==> config.mk <==
export PLATFORM = sky130hd
export DESIGN_NAME = mips_register_file
export DESIGN_NICKNAME = d
export VERILOG_FILES = /design/src/rtl/mips_register_file.sv
export SDC_FILE = /design/constraint.sdc
export NUM_CORES = 2
export LEC_CHECK = 0
export CAP_MARGIN = 20
export CORE_ASPECT_RATIO = 0.9
export CORE_UTILIZATION = 40
export CTS_CLUSTER_SIZE = 25
export DETAILED_ROUTE_END_ITERATION = 16
export GPL_TIMING_DRIVEN = 1
export HOLD_SLACK_MARGIN = 0.08
export PLACE_DENSITY = 0.59
export REMOVE_ABC_BUFFERS = 1
export SLEW_MARGIN = 30
export SYNTH_ARGS = -nofsm -noshare
export SYNTH_HDL_FRONTEND = slang
export SYNTH_SLANG_ARGS = --single-unit
==> constraint.sdc <==
create_clock -name clk -period 3.33 [get_ports clk]
set_clock_uncertainty 0.15 [all_clocks]
set_input_delay 0.666 -clock clk [delete_from_list [all_inputs] [get_ports clk]]
set_output_delay 0.666 -clock clk [all_outputs]
set_load 0.02 [all_outputs]
==> src/rtl/mips_register_file.sv <==
// MIPS general-purpose register file: two combinational read ports, one
// synchronous write port, register 0 hardwired to zero.
module mips_register_file #(
  parameter int WIDTH = 32,
  parameter int SIZE  = 5
) (
  input  logic             clk,
  input  logic             reset,
  input  logic             reg_write_i,
  input  logic [SIZE-1:0]  write_register_i,
  input  logic [WIDTH-1:0] write_data_i,
  input  logic [SIZE-1:0]  read_register_1_i,
  input  logic [SIZE-1:0]  read_register_2_i,
  output logic [WIDTH-1:0] read_data_1_o,
  output logic [WIDTH-1:0] read_data_2_o
);

  localparam int NREG = 1 << SIZE;

  // Entry 0 has no storage; it is synthesised away as a constant zero.
  logic [WIDTH-1:0] regs_r [1:NREG-1];
  logic [NREG-1:1]  wr_en_s;
  logic [WIDTH-1:0] rd1_s;
  logic [WIDTH-1:0] rd2_s;

  // One-hot write decoder gated by the write enable
  always_comb begin
    wr_en_s = '0;
    for (int i = 1; i < NREG; i++) begin
      if (reg_write_i && (write_register_i == SIZE'(i))) begin
        wr_en_s[i] = 1'b1;
      end else begin
        wr_en_s[i] = 1'b0;
      end
    end
  end

  // Register storage with asynchronous clear
  always_ff @(posedge clk or negedge reset) begin
    if (!reset) begin
      for (int i = 1; i < NREG; i++) begin
        regs_r[i] <= '0;
      end
    end else begin
      for (int i = 1; i < NREG; i++) begin
        if (wr_en_s[i]) begin
          regs_r[i] <= write_data_i;
        end else begin
          regs_r[i] <= regs_r[i];
        end
      end
    end
  end

  // Read port 1 mux; index 0 returns zero
  always_comb begin
    rd1_s = '0;
    if (read_register_1_i != {SIZE{1'b0}}) begin
      rd1_s = regs_r[read_register_1_i];
    end else begin
      rd1_s = '0;
    end
  end

  // Read port 2 mux; index 0 returns zero
  always_comb begin
    rd2_s = '0;
    if (read_register_2_i != {SIZE{1'b0}}) begin
      rd2_s = regs_r[read_register_2_i];
    end else begin
      rd2_s = '0;
    end
  end

  assign read_data_1_o = rd1_s;
  assign read_data_2_o = rd2_s;

endmodule

# Word-level counts from Yosys, hierarchy flattened
# Cells that the tools add are included.
# totals
romBits,0
output_inout_bits,64
memories,0
ram_bits,0
elab_cells,138
latch_bits,0
reg_bits,992
# op_classes
n_lt_le_gt_ge,2
shifts,0
multipliers,0
add_sub_neg,0
bitwise,2
div,0
n_eq_ne,31
mux,39
n_reduce_logical,33
# op_table
operator,n
binary-select mux 32 bit (select 5 bit),2
two-way mux 32 bit,6
"== test 5 bit, second input constant",16
"== test 5 x 4 -> 1 bit, second input constant",8
logical AND 1 bit,31
two-way mux 1 bit,31
"== test 5 x 3 -> 1 bit, second input constant",4
">= comparator 6 bit, second input constant",2
inverter 5 -> 6 bit,2
"== test 5 x 2 -> 1 bit, second input constant",2
nonzero test 5 bit,2
"== test 5 x 1 -> 1 bit, second input constant",1

# Depth between registers and ports, before layout
# depth
ltp_word,5
mapped_depth,10

# Worst setup path before layout
# OpenSTA, ideal clock, no wires.
# synth_path
kind,input-to-output
startpoint,in read_register_1_i[0]
endpoint,out read_data_1_o[10]
arrival_time_ns,2.303
path_slack_ns,0.211
n_path_buf,3
path_stages,7
cell_sequence,buf_6 buf_2 buf_2 mux4_2 o22ai_1 o32ai_1 o21a_1
# synth_via
elab_chain_len,5
# synth_rtl
element,line_no,source
"start, declared",12,"input logic [SIZE-1:0] read_register_1_i,"
inverter 5 -> 6 bit (implied by the code),59,rd1_s = regs_r[read_register_1_i];
binary-select mux 32 bit (select 5 bit),59,
two-way mux 32 bit (implied by the code) (2 in series),59,
two-way mux 32 bit (*),58,if (read_register_1_i != {SIZE{1'b0}}) begin
"end, declared",14,"output logic [WIDTH-1:0] read_data_1_o,"
# Mark *: on every way between the ends. The rest lies on a longest branch, timed or not. The select of a mux whose other input is x is not followed.

# Final worst setup path
# layout_path
startpoint,in read_register_1_i[0]
endpoint,out read_data_1_o[31]
# Same word-level chain as after synthesis.

==> results.md <==
- Status: finished, violations left
- Failing checks: negative setup slack
- Top-count cell post-synth: mux2_2
- Final core occ: 49.1%
- Library cells used by synthesis: 44
- Cell Area, Synth: 0.0535 mm2
- Die W: roughly 390 um
- First-pass GRT wire length: 260 mm
- Worst-Margin Slew: 915 ps
- Synth top area share: 46.4%
- Final setup violating endpoints: 15
- Die height: 349 um
- Max reg flops: 992
- Die Area: 0.135 mm2
- Crit path DAT: 2600 ps
- Hold WC Path Type: flop to flop
- Seq cells post-synth: 992
- Total power: 37400 uW
- Cts bufs inserted: 110
- Static leakage: 0.0283 uW
- Avg Inst Size Synth: 15.1 um2
- Vias per cell: 6.18
- Asr flop ratio synth: 100%
- EDFF count, synth: 0
- Final period utilization: 102%
- Hpwl dp: 111 mm
- Fmax: 293 MHz
- Depth of the CTS H-tree: 3
- Biggest regs: regs_r: 992 flops
- Min cycle time layout: 3410 ps
- Routed length per placed instance: about 31 um
- CP required: 2510 ps
- RSZ-0062 raised after global routing: true
- IR drop worst, VDD: 0.449 mV
- TNS Setup: -512 ps
- I/O Pins: 114
- Drc violations: 0
- RePlAce Congestion: 0.827
- Most area-consuming cells after synthesis: dfrtp_1 (46%), mux2_2 (22%), mux4_2 (18%)
- Final antenna-violating net count: 0
- CP Capture Type: output port
- Area Growth Syn to Fin: 21.1%
- NumNets Final: 3926
- Drt total wl: roughly 180 mm
- Setup Crit Path Kind: primary input to output port
- CTS tree: yes
- Clk slew on worst S/H paths: ~60 ps
- Final Hold Viols: 0
- Gate Count Post-Synth: 3547
- Largest area contributor in the netlist: dfrtp_1
- Initial Util: 40.6%
- Clock Sinks: 992
- Max Cap Viol: 0
- Synth warnings: 0
- Clock Path Buffers: 3
- Initial antenna violation count: 8
- I/O Buffers: 113
- Clock Latency Late Sink: ~740 ps
- Synth top cells by count: mux2_2 (1056), dfrtp_1 (992), mux4_2 (421)
- Slew headroom: 38.5%
- Slew Limit Fails: 0
- Placed cells: around 5.4k
- Core ar.: 0.132 mm2
- Synth Flop Type: dfrtp_1
- Num rows: 126
- Largest net degree at the start of global routing: around 110
- Initial DRT Pass Iterations: 5
- Vias in the first global route: 35.7k
- Worst-path maximum fanout: 7
- GRT Overall Usage: 26.3%
- Global route overflow: 0
- ANT cells: 0
- CTS root buffer: clkbuf_16
- Final setup margin: -81.8 ps
- DR vias: 35.2k
- Register area share after synthesis: 46.4%
- Power density cells: 578 mW/mm2
- Finished Layout Cells: 5695
- Most flops, register: regs_r
- Layout cells sized above 1: 58.6%
- Worst setup SP type: primary input
- First-iteration detailed-routing DRC count: between 3k and 4k
power by group:
group          internal (uW)  total [uW]  switching [uW]  leakage (uW)
registers              14400       16200            1790        0.0127
clock network           7590       12900            5350       0.00189
logic                   5040        8250            3210        0.0137
metrics by stage:
step           instance area (um2)  worst slack [ps]  hold WS (ps)
5_1_grt                      64700              -117           386
3_5_place_dp                 59700              -535           354
6_report                     64700             -81.8           369
3_3_place_gp                 59700              -563           342
4_1_cts                      64300             -99.8           359
2_1_floorplan                51600             -1330           220
logic make-up after synthesis:
| logic type | count (synthesis) | share of synthesized area (%) |
|---|---|---|
| AO/OA/AOI/OAI | 207 | 3.19 |
| buffers and inverters | 400 | 3.46 |
| flip-flops | 992 | 46.4 |
| multiplexers | 1693 | 44.4 |
| AND/OR/NAND/NOR | 255 | 2.47 |
layer usage:
layer	global-route usage, %	up-vias	wire length (um)
li1	-	14400	-
met1	38.2	19300	80100
met2	40.4	1209	81000
met3	4.88	278	11200
met4	7.13	16	4590
met5	0	-	101
cells in the final DEF, fill, tap and decap left out, drive strengths merged, types with 19 or more instances in the layout:
| cell type | synthesis | layout |
|---|---|---|
| a221o | 19 | 19 |
| a221oi | 43 | 43 |
| a22oi | 41 | 41 |
| buf | 197 | 574 |
| clkbuf | 193 | 158 |
| clkdlybuf4s50 | 0 | 25 |
| clkinv | 1 | 30 |
| dfrtp | 992 | 992 |
| mux2 | 1063 | 1063 |
| mux2i | 196 | 196 |
| mux4 | 434 | 434 |
| nand2 | 26 | 26 |
| nand2b | 27 | 27 |
| nand3 | 30 | 30 |
| nor2 | 60 | 60 |
| nor2b | 47 | 47 |
| nor3 | 37 | 37 |
| o31a | 31 | 31 |
worst paths after layout:
path / cells after the start / end / startpoint / slack, ps
min in group asynchronous: 2 / regs_r[102] / reset / 410
min reg2reg: 1 / regs_r[228] / regs_r[228] / 370
max: 8 / read_data_1_o[31] / read_register_1_i[0] / -80
max reg2reg: 2 / regs_r[932] / regs_r[932] / 2290
max in group asynchronous: 3 / regs_r[370] / reset / 1470
min: 1 / regs_r[228] / regs_r[228] / 370
worst max-delay path, cell delays in order:
cell and delay (ps):
bufbuf_16 280, buf_4 140, buf_4 100, mux4_2 510
mux4_2 450, nand2b_1 150, o21a_1 150, buf_6 140
cell type report:
class	count	area (um2)
Clock buffer	154	3180
Timing Repair Buffer	607	6690
Clock inverter	49	631
Fill cell	11400	67100
Inverter	10	37.5
Multi-Input combinational cell	2155	27200
Sequential cell	992	24800
Tap cell	1728	2160
timing repair:
item	CTS	global route
gates resized for setup	311	83
endpoints found under the hold margin	41	0
buffers inserted	31	46
hold buffers	1	0
cloned	11	1
endpoints found under the setup margin	64	47
pin swaps	25	27
(Power assumes the default switching activity.)
